===== config.mk =====
export PLATFORM = sky130hd
export DESIGN_NAME = branch_redirect_ctrl
export DESIGN_NICKNAME = d
export VERILOG_FILES = /design/src/rtl/branch_redirect_ctrl.sv
export SDC_FILE = /design/constraint.sdc
export NUM_CORES = 1
export LEC_CHECK = 0
export BUFFER_PORTS_ARGS = -buffer_cell sky130_fd_sc_hd__buf_2
export CAP_MARGIN = 20
export CORE_ASPECT_RATIO = 0.7
export CORE_MARGIN = 2
export CORE_UTILIZATION = 40
export CTS_BUF_LIST = sky130_fd_sc_hd__clkbuf_8
export DETAILED_ROUTE_END_ITERATION = 10
export GPL_ROUTABILITY_DRIVEN = 0
export PLACE_DENSITY = 0.69
export SLEW_MARGIN = 25
export SYNTH_ARGS = -nofsm -noshare
export SYNTH_HDL_FRONTEND = slang
export SYNTH_SLANG_ARGS = --single-unit
export TNS_END_PERCENT = 30

===== constraint.sdc =====
create_clock -name i_clk -period 2.39 [get_ports i_clk]
set_clock_uncertainty 0.2 [all_clocks]
set_input_delay 0.3585 -clock i_clk [delete_from_list [all_inputs] [get_ports i_clk]]
set_output_delay 0.3585 -clock i_clk [all_outputs]
set_load 0.005 [all_outputs]

===== src/rtl/branch_redirect_ctrl.sv =====
// Control-flow resolution for the 5-stage core: static not-taken, redirect on taken
// branches, load-to-branch stall in ID, and saturating branch/taken performance counters.
module branch_redirect_ctrl #(
    parameter int XLEN  = 32,
    parameter int CNT_W = 16
) (
    input  logic             i_clk,
    input  logic             i_rst,
    input  logic             i_id_valid,
    input  logic             i_id_is_branch,
    input  logic [4:0]       i_id_rs1,
    input  logic [4:0]       i_id_rs2,
    input  logic             i_ex_valid,
    input  logic             i_ex_is_load,
    input  logic [4:0]       i_ex_rd,
    input  logic             i_ex_branch_en,
    input  logic             i_ex_taken,
    input  logic [XLEN-1:0]  i_ex_target,
    input  logic             i_fetch_ready,
    output logic             o_stall,
    output logic             o_flush_if,
    output logic             o_flush_id,
    output logic             o_flush_ex,
    output logic             o_redirect_valid,
    output logic [XLEN-1:0]  o_redirect_pc,
    output logic [CNT_W-1:0] o_br_count,
    output logic [CNT_W-1:0] o_taken_count
);

    typedef enum logic {
        RUN      = 1'b0,
        REDIRECT = 1'b1
    } state_t;

    localparam logic [CNT_W-1:0] CNT_MAX = {CNT_W{1'b1}};

    state_t            state_q;
    logic              flush_q;
    logic              redirect_valid_q;
    logic [XLEN-1:0]   redirect_pc_q;
    logic [CNT_W-1:0]  br_count_q;
    logic [CNT_W-1:0]  taken_count_q;

    logic res;
    logic take;
    logic haz;

    // EX/ID inputs are wrong-path while REDIRECT is active, so every event is gated by RUN.
    assign res  = (state_q == RUN) & i_ex_valid & i_ex_branch_en;
    assign take = res & i_ex_taken;
    assign haz  = (state_q == RUN) & i_id_valid & i_id_is_branch & i_ex_valid & i_ex_is_load
                & (i_ex_rd != 5'd0) & ((i_ex_rd == i_id_rs1) | (i_ex_rd == i_id_rs2));

    assign o_stall = haz & ~take;

    // Redirect handshake: o_redirect_valid rises with a stable o_redirect_pc and both are
    // held until a cycle where i_fetch_ready=1; the request drops at the following edge.
    always_ff @(posedge i_clk) begin
        if (i_rst) begin
            state_q          <= RUN;
            flush_q          <= 1'b0;
            redirect_valid_q <= 1'b0;
            redirect_pc_q    <= '0;
            br_count_q       <= '0;
            taken_count_q    <= '0;
        end else begin
            case (state_q)
                RUN: begin
                    if (take) begin
                        state_q          <= REDIRECT;
                        flush_q          <= 1'b1;
                        redirect_valid_q <= 1'b1;
                        redirect_pc_q    <= i_ex_target;
                    end
                end
                REDIRECT: begin
                    if (i_fetch_ready) begin
                        state_q          <= RUN;
                        flush_q          <= 1'b0;
                        redirect_valid_q <= 1'b0;
                    end
                end
                default: begin
                    state_q          <= RUN;
                    flush_q          <= 1'b0;
                    redirect_valid_q <= 1'b0;
                end
            endcase

            if (res && (br_count_q != CNT_MAX)) begin
                br_count_q <= br_count_q + 1'b1;
            end
            if (take && (taken_count_q != CNT_MAX)) begin
                taken_count_q <= taken_count_q + 1'b1;
            end
        end
    end

    assign o_flush_if       = flush_q;
    assign o_flush_id       = flush_q;
    assign o_flush_ex       = flush_q;
    assign o_redirect_valid = redirect_valid_q;
    assign o_redirect_pc    = redirect_pc_q;
    assign o_br_count       = br_count_q;
    assign o_taken_count    = taken_count_q;

endmodule

-- Word-level counts from Yosys, hierarchy flattened
Index checks and enable logic that the tools add are counted.
- add/subtract/negate cells: 2
- equality and inequality tests: 6
- multiplexer cells: 6
- bitwise gates (word level): 13
- reductions and logical operators: 5
- operators by type and width (cell ; number):
    adder 16 x 1 -> 16 bit (second input constant) ; 2
    != test 16 bit (second input constant) ; 2
    AND 1 bit ; 10
    equality test 5 bit ; 2
    nonzero test 5 bit ; 1
    2-to-1 mux 1 bit ; 4
    != test 2 bit (second input constant) ; 2
    case mux 1 bit (2 select lines) ; 2
    AND reduction 2 bit ; 2
    logical AND 1 bit ; 2
    NOT 1 bit ; 2
    OR 1 bit ; 1
- register bits after elaboration: 66
- bits of input ports: 56
- output and inout port bits: 69
- word-level logic and storage cells: 37

-- Logic depth before layout (Yosys ltp)
- depth after elaboration: 8
- depth in mapped cells: 7
- gate-level depth less buffers: 5

-- Worst setup path before layout
No wires, ideal clock.
- path type: reg-to-reg
- from: register br_count_q[0], in the netlist o_br_count[0]
- to: register br_count_q[12], in the netlist o_br_count[12]
- setup time: 128 ps
- arrival: 1638 ps
- required time: 2062 ps
- setup slack: 424 ps
- stages on the path, launching flop included: 6
- path buffers: 0
- clock period less this slack: 1966 ps
- path through: dfxtp_1 ha_1 and4b_1 or4b_2 mux2i_1 nor2_1
- cells in the longest elaborated chain, start to end: 2
- elaborated cells on any way between the ends: 3
- classes of those cells: add/sub: 1; eq/ne: 1; reduce/logical: 1
- RTL lines (what ; RTL line ; source):
    start, declared ; 41 ; logic [CNT_W-1:0] br_count_q;
    start signal, assigned ; 91 ; br_count_q <= br_count_q + 1'b1;
    branches (longest 2 deep; another with adder 16 x 1 -> 16 bit) ; n/a ;
Parallel ways; which one is timed is not known.
A chain may end at the register's enable or synchronous reset.

-- Worst setup path in the final report
- from: register state_q
- to: output o_stall
- cells in the longest elaborated chain, start to end: 8
- elaborated cells on any way between the ends: 12
- classes of those cells: bitwise: 12
- RTL lines (what ; RTL line ; source):
    start, declared ; 37 ; state_t state_q;
    start signal, assigned ; 60 ; state_q <= RUN;
    start signal, assigned ; 70 ; state_q <= REDIRECT;
    start signal, assigned ; 78 ; state_q <= RUN;
    NOT 1 bit (no line) (*) ; n/a ;
    AND 1 bit (4 in series) ; 51 ; assign haz = (state_q == RUN) & i_id_valid & i_id_is_branch & i_ex_valid & i_ex_is_load
    AND 1 bit (2 in series) ; 52 ; & (i_ex_rd != 5'd0) & ((i_ex_rd == i_id_rs1) | (i_ex_rd == i_id_rs2));
    AND 1 bit (*) ; 54 ; assign o_stall = haz & ~take;
    end, declared ; 20 ; output logic o_stall,
Mark *: on every way between the ends. The rest lies on a longest branch, timed or not.

==> flow_metrics.env <==
export IMPL_met1_usage=0.268
export IMPL_fmaxAchievable_ghz=0.460
export IMPL_clkTransAtPathRegs_ns=0.08
export IMPL_die_h_um=76.2
export IMPL_layout_drive_gt1_share=0.322
export IMPL_syn_inst=361
export IMPL_hold_start="i_ex_target[25]"
export IMPL_worst_r2r_setup_slack_ns=0.27
export IMPL_avgViaCountPerCell=5.22
export IMPL_path_delay_family="simple AND/OR/NAND/NOR gates"
export IMPL_setup_violations=0
export IMPL_start_util=0.410
export IMPL_cp_end_kind="output port"
export IMPL_rows=26
export IMPL_relSlewSlack=0.551
export IMPL_switching_share=0.222
export IMPL_synth_cell_types=45
export IMPL_status="finished, final reports clean"
export IMPL_met2_usage=0.312
export IMPL_grt_setup_unrepaired="no"
export IMPL_cts_sinks=66
export IMPL_synth_main_ff_cell="dfxtp_1"
export IMPL_ant_nets=0
export IMPL_synth_top_area_frac=0.444
export IMPL_met3_usage=0.0624
export IMPL_cts_buffers=9
export IMPL_yosysSeqAreaShare=0.444
export IMPL_ys_seq_elements=66
export IMPL_switchingPower_uw=541
export IMPL_drtPass1Iterations=4
export IMPL_setup_tns_final_ns=0
export IMPL_port_buffers=124
export IMPL_synth_area_um2=2980
export IMPL_synth_area_leaders="dfxtp_1 44%, nand2_1 9.5%, a21oi_1 9.2%"
export IMPL_drv_slew=0
export IMPL_io_pins=125
export IMPL_antenna_cells=0
export IMPL_dp_hpwl_um=5880
export IMPL_layout_commonest_cell="buf_2"
export IMPL_drt_iter0_markers=119
export IMPL_vias=3070
export IMPL_most_common_layout_cells="124 x buf_2, 75 x nand2_1, 66 x dfxtp_1"
export IMPL_cp_startpoint="state_q"
export IMPL_hold_path_class="input pin to register"
export IMPL_stdcell_area_um2=3960
export IMPL_wirelength_um=8030
export IMPL_finalCritPeriodShare=0.909
export IMPL_fin_crit_ns=2.17
export IMPL_grt_pass1_vias=2831
export IMPL_clockPowerShare=0.463
export IMPL_fin_util=0.546
export IMPL_combPwrFrac=0.072
export IMPL_cts_tree="built"
export IMPL_cts_htree_levels=3
export IMPL_synthToLayoutAreaGrowth_pct=33.1
export IMPL_intPower_mw=1.90
export IMPL_startpoint_type="register"
export IMPL_path_cells="and3b_1 > and2_1 > a211oi_1 > buf_2"
export IMPL_ys_warn_count=0
export IMPL_grt_max_degree=35
export IMPL_grt_pass1_wl_um=13300
export IMPL_worstPathRequired_ns=1.83
export IMPL_critPathKind="register to output port"
export IMPL_drc_errors=0
export IMPL_whs_ns=0.0517
export IMPL_synth_area_per_cell_um2=8.25
export IMPL_p_seq_frac=0.465
export IMPL_worstMarginPinSlew_ns=0.662
export IMPL_arrival_ns=1.61
export IMPL_clk_latency_ns=0.33
export IMPL_synthArstFlopShare=0
export IMPL_leakage_nw=1.66
export IMPL_synth_nets=419
export IMPL_grt_use_total=0.201
export IMPL_die_area_um2=8160
export IMPL_r2r_cells=5
export IMPL_cap_violations=0
export IMPL_clockBufferDepth=2
export IMPL_place_area_um2=3710
export IMPL_fin_nets=543
export IMPL_die_x_um=107
export IMPL_grt_busiest_layer="met2"
export IMPL_root_buffer="clkbuf_8"
export IMPL_slowest_delay_ns=0.40
export IMPL_cp_buffers_inverters=1
export IMPL_ir_drop_v=0.000253
export IMPL_core_area_um2=7250
export IMPL_crit_end="o_stall"
export IMPL_synth_edf_count=0
export IMPL_path_max_fanout=6
export IMPL_antenna_found_initial=0
export IMPL_synth_top_area_cell="dfxtp_1"
export IMPL_reg2reg_from="o_br_count[0]"
export IMPL_hold_violations=0
export IMPL_cp_num_cells=4
export IMPL_overflow=0
export IMPL_avgRoutedWirePerCell_um=13.7
export IMPL_slowest_stage="dfxtp_1"
export IMPL_rr_endpoint="o_br_count[14]"
export IMPL_power_mw=2.44
export IMPL_powerDensity_nw_per_um2=616
==> registers in the layout, indices dropped and copies added (netlist names) <==
| register | cells |
|---|---|
| o_redirect_valid | 1 |
| o_redirect_pc | 32 |
| o_br_count | 16 |
| state_q | 1 |
| o_taken_count | 16 |
==> cells in the mapped netlist, drive strengths merged (4+ instances only) <==
cell type / number
nand2: 75
dfxtp: 66
a21oi: 55
or4: 17
clkbuf: 16
o31ai: 15
nand4: 12
nand3: 10
nor2: 10
o21ai: 8
xor2: 7
buf: 6
inv: 6
nor3: 6
or3: 6
nor4: 5
xnor2: 5
nor2b: 4
==> kinds of logic after synthesis <==
logic type | Yosys count | share of synthesized area
and+or+nand+nor | 163 | 0.291
AOI/OAI and AO/OA | 85 | 0.162
DFF | 66 | 0.444
xor gates and xnor gates | 12 | 0.0353
buffers and inverters | 28 | 0.0408
muxes | 5 | 0.0181
adders and majority gates | 2 | 0.00841
==> layout make-up <==
class,count,area (um2)
clock buffers,9,124
inverters,6,22.5
well taps,98,123
fillers,694,3290
clock inverters,7,119
multi-input cells,267,1530
repair buffers,135,718
flip-flops and latches,66,1320
==> worst register-to-register path, delay by kind of cell, from the launching register on <==
family / cells / cell delay (ns)
AOI/OAI and AO/OA: 2 / 0.39
adders and majority gates: 1 / 0.22
and+or+nand+nor: 2 / 0.83
DFF: 1 / 0.41
==> per-stage QoR <==
stage / std cells / setup slack (ns)
after floorplan: 361 / 0.424
after global placement: 571 / 0.269
after detailed placement: 571 / 0.267
after CTS: 588 / 0.181
after global routing: 588 / 0.110
final: 588 / 0.218
==> worst min-delay path by stage <==
| stage | slack, ns | end | cells past startpoint |
|---|---|---|---|
| final | 0.05 | o_redirect_pc[25] | 3 |
| after global routing | 0.03 | o_redirect_pc[27] | 3 |
| after CTS | 0.04 | o_redirect_pc[25] | 3 |
| after detailed placement | 0.24 | o_redirect_pc[10] | 2 |
| after global placement | 0.24 | o_redirect_pc[13] | 2 |
| after floorplan | 0.25 | o_redirect_pc[0] | 2 |
==> repair_timing <==
action	in CTS	in global routing
gates resized for setup	0	0
buffers inserted	0	0
hold buffers	1	0
hold endpoints to repair	1	0
==> power groups by stage <==
stage	registers, mW	logic, mW	clock network (mW)
6_report	1.14	0.175	1.13
3_5_place_dp	1.16	0.176	0
3_3_place_gp	1.16	0.173	0
4_1_cts	1.14	0.177	1.16
2_1_floorplan	1.16	0.0796	0
5_1_grt	1.14	0.197	1.22
==> layer usage <==
layer,vias up,part of all wire
li1,1548,-
met1,1431,0.48
met2,81,0.46
met3,10,0.050
met5,-,0
met4,0,0.013
No activity file was read; power rests on OpenSTA's default activity.
